**src/rtl/pulse_stretcher_pkg.sv**
```systemverilog
// ---------------------------------------------------------------------------
// | Module   : pulse_stretcher_pkg                                          |
// | Purpose  : Shared state encoding and width helpers for pulse_stretcher. |
// | Revision : 1.0 - initial release                                        |
// ---------------------------------------------------------------------------
`default_nettype none

package pulse_stretcher_pkg;

  // Output pulse sequencing: idle, active pulse, guard gap.
  typedef enum logic [1:0] {
    IDLE = 2'd0,
    HIGH = 2'd1,
    GAP  = 2'd2
  } state_t;

  // Bits needed to hold any value 0..max_value (at least one bit).
  function automatic int count_width(input int max_value);
    return (max_value < 1) ? 1 : $clog2(max_value + 1);
  endfunction

  function automatic int max_of(input int a, input int b);
    return (a > b) ? a : b;
  endfunction

endpackage

`default_nettype wire

```
**src/rtl/pulse_stretcher_cycle_timer.sv**
```systemverilog
// ---------------------------------------------------------------------------
// | Module   : cycle_timer                                                  |
// | Purpose  : Loadable down-counter with a zero flag; load wins over       |
// |            decrement and the count holds at zero.                       |
// | Revision : 1.0 - initial release                                        |
// ---------------------------------------------------------------------------
`default_nettype none

module cycle_timer #(
  parameter int WIDTH = 4
) (
  input  logic             clk,
  input  logic             rst,
  input  logic             load,
  input  logic [WIDTH-1:0] load_value,
  input  logic             dec,
  output logic             zero
);

  logic [WIDTH-1:0] r_count;

  // Count register: reload on request, otherwise step down toward zero.
  always_ff @(posedge clk or posedge rst) begin
    if (rst) begin
      r_count <= '0;
    end else if (load) begin
      r_count <= load_value;
    end else if (dec && (r_count != '0)) begin
      r_count <= r_count - WIDTH'(1);
    end
  end

  assign zero = (r_count == '0);

endmodule

`default_nettype wire

```
**src/rtl/pulse_stretcher.sv**
```systemverilog
// ---------------------------------------------------------------------------
// | Module   : pulse_stretcher                                              |
// | Purpose  : Turns single-cycle event strobes into fixed-width level      |
// |            pulses separated by a guard gap, queueing events that arrive |
// |            while a pulse or gap is in progress.                         |
// | Options  : PULSE_STRETCHER_OVERFLOW_EN adds a sticky overflow port.     |
// | Revision : 1.0 - initial release                                        |
// ---------------------------------------------------------------------------
`default_nettype none

module pulse_stretcher
  import pulse_stretcher_pkg::*;
#(
  parameter int INVERT_LOGIC = 0,
  parameter int HIGH_CYCLES  = 5000,
  parameter int GAP_CYCLES   = 5000,
  parameter int PENDING_MAX  = 15
) (
  input  logic                                clk,
  input  logic                                rst,
  input  logic                                pulse_in,
  output logic                                stretched_out,
  output logic                                busy,
`ifdef PULSE_STRETCHER_OVERFLOW_EN
  output logic                                overflow,
`endif
  output logic [count_width(PENDING_MAX)-1:0] pending
);

  localparam int TW = count_width(max_of(HIGH_CYCLES, GAP_CYCLES));
  localparam int PW = count_width(PENDING_MAX);

  localparam logic [TW-1:0] HIGH_LOAD = TW'(HIGH_CYCLES - 1);
  localparam logic [TW-1:0] GAP_LOAD  = TW'(GAP_CYCLES - 1);
  localparam logic [PW-1:0] PEND_MAX  = PW'(PENDING_MAX);
  localparam logic          INV_BIT   = (INVERT_LOGIC != 0);

  state_t          r_state;
  state_t          w_next_state;
  logic            w_timer_load;
  logic [TW-1:0]   w_timer_value;
  logic            w_timer_dec;
  logic            w_timer_zero;
  logic            w_pend_inc;
  logic            w_pend_dec;
  logic [PW-1:0]   r_pending;
  logic            r_out;

  cycle_timer #(
    .WIDTH (TW)
  ) u_timer (
    .clk        (clk),
    .rst        (rst),
    .load       (w_timer_load),
    .load_value (w_timer_value),
    .dec        (w_timer_dec),
    .zero       (w_timer_zero)
  );

  // State register.
  always_ff @(posedge clk or posedge rst) begin
    if (rst) begin
      r_state <= IDLE;
    end else begin
      r_state <= w_next_state;
    end
  end

  // Next state, timer control and pending-queue increment/decrement requests.
  always_comb begin
    w_next_state  = r_state;
    w_timer_load  = 1'b0;
    w_timer_value = HIGH_LOAD;
    w_timer_dec   = 1'b0;
    w_pend_inc    = 1'b0;
    w_pend_dec    = 1'b0;
    case (r_state)
      IDLE: begin
        // An event in IDLE starts a pulse directly and never touches the queue.
        if (pulse_in) begin
          w_next_state = HIGH;
          w_timer_load = 1'b1;
        end
      end
      HIGH: begin
        w_pend_inc = pulse_in;
        if (w_timer_zero) begin
          w_next_state  = GAP;
          w_timer_load  = 1'b1;
          w_timer_value = GAP_LOAD;
        end else begin
          w_timer_dec = 1'b1;
        end
      end
      GAP: begin
        w_pend_inc = pulse_in;
        if (w_timer_zero) begin
          if (r_pending != '0) begin
            // Replay the oldest queued event with no idle cycle in between.
            w_next_state = HIGH;
            w_timer_load = 1'b1;
            w_pend_dec   = 1'b1;
          end else if (pulse_in) begin
            // Empty queue: the arriving event is consumed by the new pulse.
            w_next_state = HIGH;
            w_timer_load = 1'b1;
            w_pend_inc   = 1'b0;
          end else begin
            w_next_state = IDLE;
          end
        end else begin
          w_timer_dec = 1'b1;
        end
      end
      default: begin
        w_next_state = IDLE;
      end
    endcase
  end

  // Pending counter: saturating increment, simultaneous inc/dec cancels.
  always_ff @(posedge clk or posedge rst) begin
    if (rst) begin
      r_pending <= '0;
    end else if (w_pend_inc && !w_pend_dec) begin
      if (r_pending != PEND_MAX) begin
        r_pending <= r_pending + PW'(1);
      end
    end else if (w_pend_dec && !w_pend_inc) begin
      r_pending <= r_pending - PW'(1);
    end
  end

  // Registered output, taken from the next state so it aligns with HIGH.
  always_ff @(posedge clk or posedge rst) begin
    if (rst) begin
      r_out <= INV_BIT;
    end else begin
      r_out <= INV_BIT ^ (w_next_state == HIGH);
    end
  end

`ifdef PULSE_STRETCHER_OVERFLOW_EN
  logic r_overflow;

  // Sticky flag: an event was dropped because the queue was full.
  always_ff @(posedge clk or posedge rst) begin
    if (rst) begin
      r_overflow <= 1'b0;
    end else if (w_pend_inc && !w_pend_dec && (r_pending == PEND_MAX)) begin
      r_overflow <= 1'b1;
    end
  end

  assign overflow = r_overflow;
`endif

  assign stretched_out = r_out;
  assign pending       = r_pending;
  assign busy          = (r_state != IDLE) || (r_pending != '0);

endmodule

`default_nettype wire

```
**config.mk**
```make
export PLATFORM = sky130hd
export DESIGN_NAME = pulse_stretcher
export DESIGN_NICKNAME = d
export VERILOG_FILES = /design/src/rtl/pulse_stretcher_pkg.sv /design/src/rtl/pulse_stretcher_cycle_timer.sv /design/src/rtl/pulse_stretcher.sv
export SDC_FILE = /design/constraint.sdc
export NUM_CORES = 1
export LEC_CHECK = 0
export BUFFER_PORTS_ARGS = -buffer_cell sky130_fd_sc_hd__buf_2
export CAP_MARGIN = 20
export CORE_MARGIN = 2
export CORE_UTILIZATION = 45
export CTS_BUF_LIST = sky130_fd_sc_hd__clkbuf_4
export DETAILED_ROUTE_END_ITERATION = 12
export GPL_ROUTABILITY_DRIVEN = 0
export REMOVE_ABC_BUFFERS = 1
export SLEW_MARGIN = 0
export SYNTH_ARGS = -nofsm -noshare
export SYNTH_HDL_FRONTEND = slang
export SYNTH_SLANG_ARGS = --single-unit
```
**constraint.sdc**
```tcl
create_clock -name clk -period 4.2 [get_ports clk]
set_input_delay 0.21 -clock clk [delete_from_list [all_inputs] [get_ports clk]]
set_output_delay 0.21 -clock clk [all_outputs]
set_load 0.02 [all_outputs]
```
==> results of run 1 <==
where the power goes:
group	leakage, nW	internal (mW)	switching [mW]
clock	0.0154	0.0345	0.0562
combinational	0.276	0.00320	0.00652
sequential	0.213	0.192	0
total	0.504	0.230	0.0628
kinds of logic (layout without fill, tap and decap cells):
| group | after synthesis | count (layout) | synth area share, % |
|---|---|---|---|
| AOI/OAI and AO/OA | 20 | 20 | 13.2 |
| xor gates and xnor gates | 13 | 13 | 9.36 |
| adders and majority gates | 8 | 8 | 8.85 |
| buffers and inverters | 10 | 19 | 3.81 |
| DFF | 20 | 20 | 41.2 |
| muxes | 3 | 3 | 2.67 |
| and+or+nand+nor | 46 | 46 | 21.0 |
flip-flops by register name, indices dropped and copies added, names as in the netlist:
| register | count |
|---|---|
| stretched_out | 1 |
| pending | 4 |
| u_timer.r_count | 13 |
| r_state | 2 |
layout make-up:
type	count	area [sq um]	share of cell area, %
clock inverter	1	3.75	0.289
tap	30	37.5	2.89
timing repair buffer	8	40.0	3.08
multi-input combinational	90	669	51.5
clock buffer	3	22.5	1.73
inverter	7	26.3	2.02
sequential	20	500	38.5
worst register-to-register path, delay by kind of cell (launching register included):
family	cells	cell delay (ps)
DFF	1	410
xor gates and xnor gates	1	140
and+or+nand+nor	1	650
muxes	1	270
adders and majority gates	1	250
AOI/OAI and AO/OA	4	980
stage by stage:
stage	utilization (%)	instances	worst slack, ps
after floorplan	-	117	1700
after global placement	50.5	155	1570
after detailed placement	50.5	155	1500
after CTS	51.5	159	1450
after global routing	51.5	159	1270
final	51.5	159	1420
synthesized netlist by cell type, drive strengths merged (3+ instances only):
library cell,n
dfrtp,20
a21o,4
xnor2,10
or3,3
a21oi,3
nor4,3
nor3,7
xor2,3
nand2,12
ha,7
o41ai,4
inv,7
nor2,9
routing by layer:
layer  global-route usage, %  part of all wire, %
met5                       0                    0
met4                    5.10                 0.83
met3                    2.56                  3.2
met2                    22.7                   44
met1                    22.3                   52
path summary, 6_finish.rpt:
path | startpoint | endpoint | slack (ps) | cells after the start
min in group clk | pulse_in | r_state[0] | 350 | 3
worst min register to register | u_timer.r_count[12] | u_timer.r_count[12] | 530 | 2
worst max register to register | u_timer.r_count[10] | pending[3] | 1420 | 8
max in group asynchronous | rst | u_timer.r_count[3] | 3720 | 2
worst max-delay path | u_timer.r_count[10] | pending[3] | 1420 | 8
worst min-delay path | rst | pending[0] | 20 | 2
==> metrics.txt, run 1 <==
run status=complete, no violations; Period minus WS final=2780 ps; routed wire length=approximately 2200 microns; Post-Syn Area=between 1000 and 1500 sq um; Main synth FF type=dfrtp_1; YS warnings=0; CP max FO=6; Clock Sinks=20; Critical Path End Type=flop; via count of the routed design=roughly 880; CTS H-tree lvls=1; Port Buffer Count=8; DR pass1 iterations=4; Overall Power=approximately 0.3 mW; overall die area=3130 sq um; Rows=18; delay-heaviest family, CP=compound AO/OA/AOI/OAI gates; Initial Utilization=roughly 48%; final slew viol count=0; Core ar.=approximately 2500 sq um; commonest non-fill, non-tap cell in the layout=dfrtp_1; Cell variety after synth=40; post-synthesis sequential area ratio=41.2%; DRT antenna net count=0; vias in the first global route=879; die height=between 50 and 60 microns; remaining routing DRC violations=0; cell accounting for the most synthesized area=dfrtp_1; max-cap viol count=0; cts hold-fix bufs=0; post-synth top area share=around two fifths; ys async rst share=between 90% and 100%; #FFs+latches synth=20; Cell Area, Placed=~1300 sq um; HPWL Detailed=1630 microns; share of cells above drive strength 1=about 15%; min-delay worst type=primary input to asynchronous set/reset pin; most frequent cells in the layout=dfrtp_1, nand2_1, xnor2_1; CTS tree=yes; I/O Pins=9; Final Cell Area=roughly 1300 sq um; total CTS buffers=3; gr ovfl total=0; FMAX=360 MHz; maximum buffer depth of the clock tree=2; Leak Pwr=0.504 nW; DR WL/cell=between 10 and 15 microns; worst path cell trace=or4_1, o41ai_1, a21o_1, ha_1, a21o_1, a21oi_1, mux2i_1, xnor2_1; post-CTS setup buffer count=0; CP most frequent cell=a21o_1; total power divided by cell area=approximately 230 nW/um^2; Max stage delay cell, worst path=or4_1; Reg clk slew, reported paths=about 110 ps; Iter 0 DRT Violations=30; # fillers=228; Antenna Cells=0; sum of negative setup slack=0 ps; Worst Path Buf+Inv=0; cells after synthesis=between 100 and 150; Post-synth EDFFs=0; largest cells by area after synthesis=dfrtp_1, ha_1, xnor2_1, nand2_1, nor3_1; clk root buf=clkbuf_4; worst skew pair latency=between 200 and 300 ps; WHS=18.1 ps; slew margin rel.=between 40 and 50%; CP peak stage delay=650 ps; GR Util All Layers=15.2%; first-pass GRT wire length=slightly below 4000 microns; largest net degree at the start of global routing=21; Final period util=66.1%; initial antenna violation count=0; nets@finish=about 140; Crit path required time=4430 ps; Via-to-Cell Ratio=about 5.5; die width=approximately 56 microns; Worst-Margin Slew=about 810 ps; Syn Area/Cell=between 10 and 15 sq um; critical path data arrival time=3010 ps; WS Path Type=flop to flop; RSZ-0062 raised after global routing=no; post-cts sizing count=0; VDD IR max=about 130 uV; final hold vios=0; Layout Skew=between 5 and 6 ps; startpoint types=flop; Setup violations, final=0; Area Overhead vs Synth=6.89%
(Power assumes the default switching activity.)
==> run 2, diff against run 1 <==
==> constraint.sdc (replaced) <==
create_clock -name clk -period 2.6 [get_ports clk]
set_input_delay 0.13 -clock clk [delete_from_list [all_inputs] [get_ports clk]]
set_output_delay 0.13 -clock clk [all_outputs]
set_load 0.02 [all_outputs]
==> metrics.txt, run 2 (same netlist as run 1, synthesis figures left out) <==
run status=complete, no violations; Initial Utilization=48.2% (unchanged); die height=56.0 microns (unchanged); startpoint types=flop; largest net degree at the start of global routing=21 (unchanged); placed insts=165 (+6.5%); vias in the first global route=905 (+3.0%); Setup violations, final=0 (unchanged); max-cap viol count=0 (unchanged); initial antenna violation count=0 (unchanged); CTS H-tree lvls=1 (unchanged); CP peak stage delay=550 ps (-100 ps); most frequent cells in the layout=dfrtp_1, buf_4, nand2_1; commonest non-fill, non-tap cell in the layout=dfrtp_1; CP most frequent cell=a21o_1; total power divided by cell area=407 nW/um^2 (+80%); largest reg by FF count=u_timer.r_count; Worst R2R Path Depth=8 (unchanged); Worst Path Buf+Inv=0 (unchanged); delay-heaviest family, CP=compound AO/OA/AOI/OAI gates; CTS tree=yes; Leak Pwr=0.585 nW (+16%); Finished Layout Cells=174 (+9.4%); Final period util=96.7% (+31 points); final slew viol count=0 (unchanged); via count of the routed design=983 (+11%); first-pass GRT wire length=4160 microns (+6.9%); Crit. Startpoint=u_timer.r_count[11]; Port Buffer Count=8 (unchanged); Critical Path End Type=flop; worst skew pair latency=320 ps (+30 ps); Reg clk slew, reported paths=120 ps (about the same); Core ar.=2520 sq um (unchanged); Max stage delay cell, worst path=or4_1; max reg flops=13 (unchanged); clk root buf=clkbuf_4; critical path data arrival time=2770 ps (-240 ps); Crit path required time=2850 ps (-1580 ps); CP Depth=8 (unchanged); DR WL/cell=13.9 microns (+2.9%); Period minus WS final=2520 ps (-261 ps); DR pass1 iterations=4 (unchanged); I/O Pins=9 (unchanged); routed wire length=2430 microns (+13%); final hold vios=0 (unchanged); R2R Path End=pending[3]; Worst-Margin Slew=775 ps (-34.7 ps); CP max FO=3 (-3); Critical R2R Launch=u_timer.r_count[11]; Antenna Cells=0 (unchanged); Layout Skew=8.18 ps (+2.89 ps); # fillers=236 (+3.5%); WS Path Type=flop to flop; overall die area=3130 sq um (unchanged); gr ovfl total=0 (unchanged); FMAX=398 MHz (+10%); die width=56.0 microns (unchanged); Rows=18 (unchanged); CP endpoint=pending[3]; Overall Power=0.591 mW (+100%); Via-to-Cell Ratio=5.65 (+1.8%); total CTS buffers=3 (unchanged); maximum buffer depth of the clock tree=2 (unchanged); worst path cell trace=or4_1, o41ai_2, a21o_1, ha_1, a21o_1, a21oi_2, mux2i_1, xnor2_1; nets@finish=156 (+11%); VDD IR max=315 uV (+140%); min-delay worst type=primary input to flop; share of cells above drive strength 1=25.0% (+10 points); slew margin rel.=48.2% (+2.8 points); GR Util All Layers=16.4% (+1.2 points); Iter 0 DRT Violations=27 (-10%); reg2reg setup slack=80 ps (-1340 ps); Area Overhead vs Synth=19.4%; remaining routing DRC violations=0 (unchanged); WHS=254 ps (+236 ps); DRT antenna net count=0 (unchanged); Clock Sinks=20 (unchanged); HPWL Detailed=1760 microns (+7.7%)
[run 2: cell types whose count changed in the layout (fill, tap and decap cells not counted), sizes merged]
cell | previous run | this run
dlygate4sd3 | 0 | 1
buf | 8 | 22
clkinv | 1 | 0
bufinv | 0 | 1
[run 2: per-stage QoR]
stage	area, sq um	util [%]	setup slack, ps	TNS (ps)
3_5_place_dp	1350	53.5	35.5	0
6_report	1450	57.6	84.5	0
4_1_cts	1420	56.3	77.2	0
2_1_floorplan	1200	-	101	0
5_1_grt	1450	57.6	-26.5	-26.5
3_3_place_gp	1350	53.5	68.9	0
[run 2: layer usage]
layer,vias to the layer above,wire [microns],GRT usage (%)
met5,-,0,0
met4,0,45,6.12
met3,5,68,2.09
met2,19,1160,25.5
met1,480,1160,23.3
li1,479,-,-
[run 2: worst min-delay path, cell delays in order]
cell	delay [ps]
buf_2	120
o21ai_0	150
a31oi_1	120
[run 2: worst min path at each step]
stage	startpoint	to	slack, ps	cells after the start
finish	pulse_in	r_state[0]	250	3
global route	pulse_in	r_state[0]	280	3
CTS	pulse_in	r_state[0]	240	3
detailed placement	rst	pending[1]	310	2
global placement	rst	pending[1]	310	2
floorplan	rst	pending[0]	90	1
[run 2: power breakdown]
| group | internal, mW | total (mW) | switching, mW |
|---|---|---|---|
| combinational | 0.00748 | 0.0193 | 0.0118 |
| sequential | 0.311 | 0.311 | 0 |
| clock | 0.156 | 0.261 | 0.104 |
[run 2: area by class of cell]
cell class | count | area (sq um) | area share, %
Clock buffer | 3 | 22.5 | 1.55
Clock inverter | 1 | 30.0 | 2.07
Inverter | 7 | 26.3 | 1.81
Multi-Input combinational cell | 90 | 681 | 46.9
Sequential cell | 20 | 500 | 34.5
Tap cell | 30 | 37.5 | 2.58
Timing Repair Buffer | 23 | 155 | 10.7
[run 2: what timing repair did]
action / in CTS / in global routing
pin swaps: 0 / 2
hold buffers: 1 / 0
hold endpoints to repair: 20 / 0
buffers inserted: 0 / 4
endpoints found under the setup margin: 1 / 1
gates resized for setup: 1 / 1
